===== src/rtl/hazard_pkg.sv =====
// Shared types and constants for the pipeline hazard/forwarding controller.
package hazard_pkg;

    localparam int unsigned SH_AW = 3;

    // Instruction field LSB positions
    localparam int unsigned SRC_A = 8;
    localparam int unsigned SRC_B = 5;
    localparam int unsigned DEST  = 11;

    typedef enum logic [1:0] {
        FWD_REG = 2'b00,
        FWD_IMM = 2'b01,
        FWD_MEM = 2'b10,
        FWD_WB  = 2'b11
    } fwd_sel_e;

    typedef struct packed {
        logic             valid;
        logic [SH_AW-1:0] dest;
        logic             reg_write;
        logic             is_load;
        logic             writes_flags;
        logic             fwd_mem;
    } shadow_t;

    function automatic logic stage_match(shadow_t s, logic [SH_AW-1:0] r);
        return s.valid & s.reg_write & (s.dest == r);
    endfunction

    // A load in EX cannot be forwarded from the ALU result; fall through to MEM.
    function automatic fwd_sel_e src_fwd(shadow_t ex, shadow_t mem, logic [SH_AW-1:0] r);
        if (stage_match(ex, r) && !ex.is_load) return FWD_MEM;
        if (stage_match(mem, r))               return FWD_WB;
        return FWD_REG;
    endfunction

endpackage


===== src/rtl/hazard_unit_if.sv =====
// ID-stage decode and hazard-control bundle between datapath and hazard unit.
interface hazard_unit_if #(
    parameter int unsigned INSTR_W = 19
);
    logic [INSTR_W-1:0] IF_ID_instruction;
    logic               id_valid;
    logic               id_reads_a;
    logic               id_reads_b;
    logic               id_uses_imm;
    logic               id_reg_write;
    logic               id_is_load;
    logic               id_is_store;
    logic               id_reads_flags;
    logic               id_writes_flags;
    logic               id_redirect;
    logic               stall;
    logic               bubble;
    logic               flush;
    logic [1:0]         forward_A;
    logic [1:0]         forward_B;
    logic               forward_mem_MEM;

    modport master (
        output IF_ID_instruction, id_valid, id_reads_a, id_reads_b, id_uses_imm,
               id_reg_write, id_is_load, id_is_store, id_reads_flags,
               id_writes_flags, id_redirect,
        input  stall, bubble, flush, forward_A, forward_B, forward_mem_MEM
    );

    modport slave (
        input  IF_ID_instruction, id_valid, id_reads_a, id_reads_b, id_uses_imm,
               id_reg_write, id_is_load, id_is_store, id_reads_flags,
               id_writes_flags, id_redirect,
        output stall, bubble, flush, forward_A, forward_B, forward_mem_MEM
    );
endinterface


===== src/rtl/hazard_shadow_pipe.sv =====
// Shadow copy of ID_EX / EX_MEM / MEM_WB destination info, with bubble insertion.
module hazard_shadow_pipe
    import hazard_pkg::*;
(
    input  logic    clk_i,
    input  logic    reset_i,
    input  logic    stall_i,
    input  shadow_t id_info_i,
    output shadow_t s_ex_o,
    output shadow_t s_mem_o,
    output shadow_t s_wb_o
);
    shadow_t s_ex_q, s_ex_d;
    shadow_t s_mem_q;
    shadow_t s_wb_q;

    always_comb begin
        s_ex_d = id_info_i;
        if (stall_i || !id_info_i.valid) s_ex_d = '0;
    end

    always_ff @(posedge clk_i) begin
        if (reset_i) begin
            s_ex_q  <= '0;
            s_mem_q <= '0;
            s_wb_q  <= '0;
        end else begin
            s_ex_q  <= s_ex_d;
            s_mem_q <= s_ex_q;
            s_wb_q  <= s_mem_q;
        end
    end

    assign s_ex_o  = s_ex_q;
    assign s_mem_o = s_mem_q;
    assign s_wb_o  = s_wb_q;
endmodule


===== src/rtl/hazard_unit.sv =====
// Hazard detection and forwarding control for the 5-stage 8-bit pipeline.
module hazard_unit
    import hazard_pkg::*;
#(
    parameter int unsigned REG_AW  = 3,
    parameter int unsigned INSTR_W = 19
) (
    input logic          clk,
    input logic          reset,
    hazard_unit_if.slave bus
);
    logic [REG_AW-1:0] src_a, src_b, dst;
    shadow_t           s_ex, s_mem, s_wb, id_info;
    logic              rd_b, load_use, st_nonload, flag_dep, stall;
    fwd_sel_e          fwd_a, fwd_b;
    fwd_sel_e          fwd_a_q, fwd_a_d, fwd_b_q, fwd_b_d;
    logic              fwd_mem_q, fwd_mem_d;
    logic              unused_bits;

    assign src_a = bus.IF_ID_instruction[SRC_A +: REG_AW];
    assign src_b = bus.IF_ID_instruction[SRC_B +: REG_AW];
    assign dst   = bus.IF_ID_instruction[DEST  +: REG_AW];

    // Write-through register file: the WB stage never needs action.
    assign unused_bits = ^{bus.IF_ID_instruction[INSTR_W-1:DEST+REG_AW],
                           bus.IF_ID_instruction[SRC_B-1:0], s_wb};

    assign rd_b       = bus.id_reads_b & ~bus.id_uses_imm;
    assign load_use   = s_ex.is_load &
                        ((bus.id_reads_a & stage_match(s_ex, src_a)) |
                         (rd_b & stage_match(s_ex, src_b)));
    assign st_nonload = bus.id_is_store &
                        ((stage_match(s_ex, dst) & ~s_ex.is_load) |
                         (stage_match(s_mem, dst) & ~s_mem.is_load));
    assign flag_dep   = bus.id_reads_flags & s_ex.valid & s_ex.writes_flags;

    // Control outputs are held low while reset is asserted.
    assign stall      = ~reset & bus.id_valid & (load_use | st_nonload | flag_dep);
    assign bus.stall  = stall;
    assign bus.bubble = stall;
    assign bus.flush  = ~reset & bus.id_redirect & ~stall;

    assign fwd_a = src_fwd(s_ex, s_mem, src_a);
    assign fwd_b = bus.id_uses_imm ? FWD_IMM : src_fwd(s_ex, s_mem, src_b);

    always_comb begin
        id_info              = '0;
        id_info.valid        = bus.id_valid;
        id_info.dest         = dst;
        id_info.reg_write    = bus.id_reg_write;
        id_info.is_load      = bus.id_is_load;
        id_info.writes_flags = bus.id_writes_flags;
        id_info.fwd_mem      = bus.id_is_store & stage_match(s_ex, dst) & s_ex.is_load;
    end

    hazard_shadow_pipe u_shadow (
        .clk_i     (clk),
        .reset_i   (reset),
        .stall_i   (stall),
        .id_info_i (id_info),
        .s_ex_o    (s_ex),
        .s_mem_o   (s_mem),
        .s_wb_o    (s_wb)
    );

    always_comb begin
        fwd_a_d   = stall ? FWD_REG : fwd_a;
        fwd_b_d   = stall ? FWD_REG : fwd_b;
        fwd_mem_d = s_ex.fwd_mem;
    end

    always_ff @(posedge clk) begin
        if (reset) begin
            fwd_a_q   <= FWD_REG;
            fwd_b_q   <= FWD_REG;
            fwd_mem_q <= 1'b0;
        end else begin
            fwd_a_q   <= fwd_a_d;
            fwd_b_q   <= fwd_b_d;
            fwd_mem_q <= fwd_mem_d;
        end
    end

    assign bus.forward_A       = fwd_a_q;
    assign bus.forward_B       = fwd_b_q;
    assign bus.forward_mem_MEM = fwd_mem_q;
endmodule


===== src/flat_wrapper.sv =====
// flat-port wrapper written by rule: the top's interface ports become plain ports
module hazard_unit_flat import hazard_pkg::*;
#(
    parameter int unsigned REG_AW  = 3,
    parameter int unsigned INSTR_W = 19
)
  (clk, reset, bus_IF_ID_instruction, bus_id_valid, bus_id_reads_a, bus_id_reads_b, bus_id_uses_imm, bus_id_reg_write, bus_id_is_load, bus_id_is_store, bus_id_reads_flags, bus_id_writes_flags, bus_id_redirect, bus_stall, bus_bubble, bus_flush, bus_forward_A, bus_forward_B, bus_forward_mem_MEM);
  hazard_unit_if #(.INSTR_W(INSTR_W)) bus_i ();
  input logic clk;
  input logic reset;
  input wire logic [$bits(bus_i.IF_ID_instruction)-1:0] bus_IF_ID_instruction;
  input wire logic [$bits(bus_i.id_valid)-1:0] bus_id_valid;
  input wire logic [$bits(bus_i.id_reads_a)-1:0] bus_id_reads_a;
  input wire logic [$bits(bus_i.id_reads_b)-1:0] bus_id_reads_b;
  input wire logic [$bits(bus_i.id_uses_imm)-1:0] bus_id_uses_imm;
  input wire logic [$bits(bus_i.id_reg_write)-1:0] bus_id_reg_write;
  input wire logic [$bits(bus_i.id_is_load)-1:0] bus_id_is_load;
  input wire logic [$bits(bus_i.id_is_store)-1:0] bus_id_is_store;
  input wire logic [$bits(bus_i.id_reads_flags)-1:0] bus_id_reads_flags;
  input wire logic [$bits(bus_i.id_writes_flags)-1:0] bus_id_writes_flags;
  input wire logic [$bits(bus_i.id_redirect)-1:0] bus_id_redirect;
  output wire logic [$bits(bus_i.stall)-1:0] bus_stall;
  output wire logic [$bits(bus_i.bubble)-1:0] bus_bubble;
  output wire logic [$bits(bus_i.flush)-1:0] bus_flush;
  output wire logic [$bits(bus_i.forward_A)-1:0] bus_forward_A;
  output wire logic [$bits(bus_i.forward_B)-1:0] bus_forward_B;
  output wire logic [$bits(bus_i.forward_mem_MEM)-1:0] bus_forward_mem_MEM;
  assign bus_i.IF_ID_instruction = bus_IF_ID_instruction;
  assign bus_i.id_valid = bus_id_valid;
  assign bus_i.id_reads_a = bus_id_reads_a;
  assign bus_i.id_reads_b = bus_id_reads_b;
  assign bus_i.id_uses_imm = bus_id_uses_imm;
  assign bus_i.id_reg_write = bus_id_reg_write;
  assign bus_i.id_is_load = bus_id_is_load;
  assign bus_i.id_is_store = bus_id_is_store;
  assign bus_i.id_reads_flags = bus_id_reads_flags;
  assign bus_i.id_writes_flags = bus_id_writes_flags;
  assign bus_i.id_redirect = bus_id_redirect;
  assign bus_stall = bus_i.stall;
  assign bus_bubble = bus_i.bubble;
  assign bus_flush = bus_i.flush;
  assign bus_forward_A = bus_i.forward_A;
  assign bus_forward_B = bus_i.forward_B;
  assign bus_forward_mem_MEM = bus_i.forward_mem_MEM;
  hazard_unit #(.REG_AW(REG_AW), .INSTR_W(INSTR_W)) u_core (.clk(clk), .reset(reset), .bus(bus_i));
endmodule

===== config.mk =====
export PLATFORM = sky130hd
export DESIGN_NAME = hazard_unit_flat
export DESIGN_NICKNAME = d
export VERILOG_FILES = /design/src/rtl/hazard_pkg.sv /design/src/rtl/hazard_unit_if.sv /design/src/rtl/hazard_shadow_pipe.sv /design/src/rtl/hazard_unit.sv /design/src/flat_wrapper.sv
export SDC_FILE = /design/constraint.sdc
export NUM_CORES = 1
export LEC_CHECK = 0
export CAP_MARGIN = 20
export CORE_ASPECT_RATIO = 1.2
export CORE_UTILIZATION = 49
export DETAILED_ROUTE_END_ITERATION = 6
export PLACE_DENSITY = 0.95
export SKIP_CTS_REPAIR_TIMING = 1
export SYNTH_ARGS = -nofsm -noshare
export SYNTH_HDL_FRONTEND = slang
export SYNTH_HIERARCHICAL = 1
export SYNTH_SLANG_ARGS = --single-unit

===== constraint.sdc =====
create_clock -name clk -period 4.6 [get_ports clk]
set_clock_uncertainty 0.1 [all_clocks]
set_input_delay 0.92 -clock clk [delete_from_list [all_inputs] [get_ports clk]]
set_output_delay 0.92 -clock clk [all_outputs]
set_load 0.05 [all_outputs]

==> impl_results.md <==
* Post-Syn Instances at between 80 and 90
* Slew HR at 0.655
* Avg Inst Size Synth at approximately 11 sq um
* CP Data Arrival Time at 2.88 ns
* PD cells at 251 nW/um^2
* VDD IR max at between 0.2 and 0.25 mV
* Fin nets at 147
* Die Ht at 49.5 um
* Setup crit end kind: output port
* Core Area at 1700 sq um
* Die area at 2050 sq um
* Final Max Tran Viols at 0
* First drt pass iteration count at 4
* Syn Std Cell Area at 920 sq um
* Clock Latency Late Sink at 0.30 ns
* Worst-path fanout max at 10
* Die X at 41.5 um
* Setup TNS Final at 0 ns
* Final HPWL DP at 1.49 mm
* Cts bufs inserted at 3
* Hold Startpoint: u_core/u_shadow/s_ex_o[0]
* Area grow syn2layout at 32.5%
* Final setup fails at 0
* RD Place Congestion at approximately 0.88
* Critical path class: input port to output port
* Top Ports at 39
* Global-route wire length before repair at 3.26 mm
* Reg2Reg Launch Point: u_core/u_shadow/s_ex_o[6]
* Detailed Route WL at 1.91 mm
* Layout cells sized above 1 at 0.139
* Max frequency at 0.257 GHz
* Drc violations at 0
* GR Util All Layers at 0.209
* Avg WL per Cell at roughly 14 um
* Vias in the first global route at 802
* Startpoint Class: input port
* Initial antenna violation count at 0
* Antenna cells at 0
* Static Leakage at 0.471 nW
* Slew of the pin with the lowest slew margin at between 0.5 and 0.6 ns
* Vias at 769
* Post-Layout Cell Count at 133
* Outcome: complete, no violations
* # placed instances at between 100 and 150
* Max H-tree Level at 1
* TritonCTS clock tree: yes
* Post-DR vias/cell at 5.78
* Rows at 16
* Filler Cell Count at 130
* R2r setup slk at between 2 and 3 ns
* Largest net degree at the start of global routing at 18
* Root Driver: clkbuf_4
* Worst path required time at 3.58 ns
* Fin crit period at 3.90 ns
* Synth Warn # at 6
* Final Core Density at 0.716
* Hold Vio Cnt, Final at 0
* Maxcap violations at 0
* Overflow left after global routing at 0
* Final cycle utilization of the critical path at 0.847
* RSZ-0062 raised after global routing: false
* CP Launch Point: bus_IF_ID_instruction[10]
* Antenna-violating nets left at 0
* Hold Crit Class: flop to flop
* CTS clk-pin slew, worst paths at 0.10 ns
* Syn nets at 117
* CTS Buffer Depth at 2
* IO Port Bufs at 28
* Starting DRT DRC Count at 7
* Starting Density at 0.540
* # clock sinks at 19
[layout by cell type (no fill, tap or decap), types with 2 or more instances in the layout]
master,n
xnor2_1,6
clkdlybuf4s50_1,25
nand4_1,4
nand3b_1,2
dfxtp_1,19
xor2_1,12
nor4_1,8
buf_4,3
clkbuf_4,3
nor2b_1,7
and4bb_2,6
[layout make-up]
| class | instances | area, sq um | share of cell area |
|---|---|---|---|
| clock inverter | 1 | 5.00 | 0.00411 |
| clock buffer | 3 | 22.5 | 0.0185 |
| sequential | 19 | 380 | 0.312 |
| multi-input combinational | 63 | 512 | 0.420 |
| inverter | 1 | 3.75 | 0.00308 |
| timing repair buffer | 28 | 273 | 0.224 |
| tap | 18 | 22.5 | 0.0185 |
[critical path: stages]
cell and delay [ns]:
clkdlybuf4s50_1 0.45, xnor2_1 0.26, nand4_1 0.13, a21oi_1 0.46
o31a_1 0.39, buf_4 0.26
[state kept, by name, indices dropped and copies added (netlist names)]
register and cells:
u_core/bus.forward_mem_MEM 1, u_core/bus.forward_A 2, u_core/u_shadow/s_ex_o 8, u_core/u_shadow/s_mem_o 6, u_core/bus.forward_B 2
[worst paths after layout]
| kind | depth (start not counted) | end |
|---|---|---|
| max | 6 | bus_stall |
| min | 1 | u_core/bus.forward_mem_MEM |
| min reg2reg | 1 | u_core/bus.forward_mem_MEM |
| max reg2reg | 5 | u_core/u_shadow/s_ex_o[6] |
[where the power goes]
part           switching (W)  internal [W]   total, W
Sequential        0.00000411      0.000169   0.000173
Clock              0.0000501     0.0000324  0.0000825
Combinational      0.0000219     0.0000285  0.0000504
[per-stage QoR]
stage / hold WS, ns / worst slack [ns] / total power, W / cell area (sq um)
after CTS: 0.363 / 0.693 / 0.000308 / 1220
after detailed placement: 0.337 / 0.710 / 0.000227 / 1190
after global routing: 0.391 / 0.545 / 0.000321 / 1220
after global placement: 0.334 / 0.773 / 0.000225 / 1190
final: 0.368 / 0.705 / 0.000306 / 1220
after floorplan: 0.314 / 0.472 / 0.000201 / 920
[per-layer routing]
layer / part of all wire / track usage
met1: 0.40 / 0.218
met2: 0.50 / 0.370
met3: 0.071 / 0.0549
met4: 0.027 / 0.118
met5: 0 / 0
Note: power is estimated with default switching activity, not from simulation.
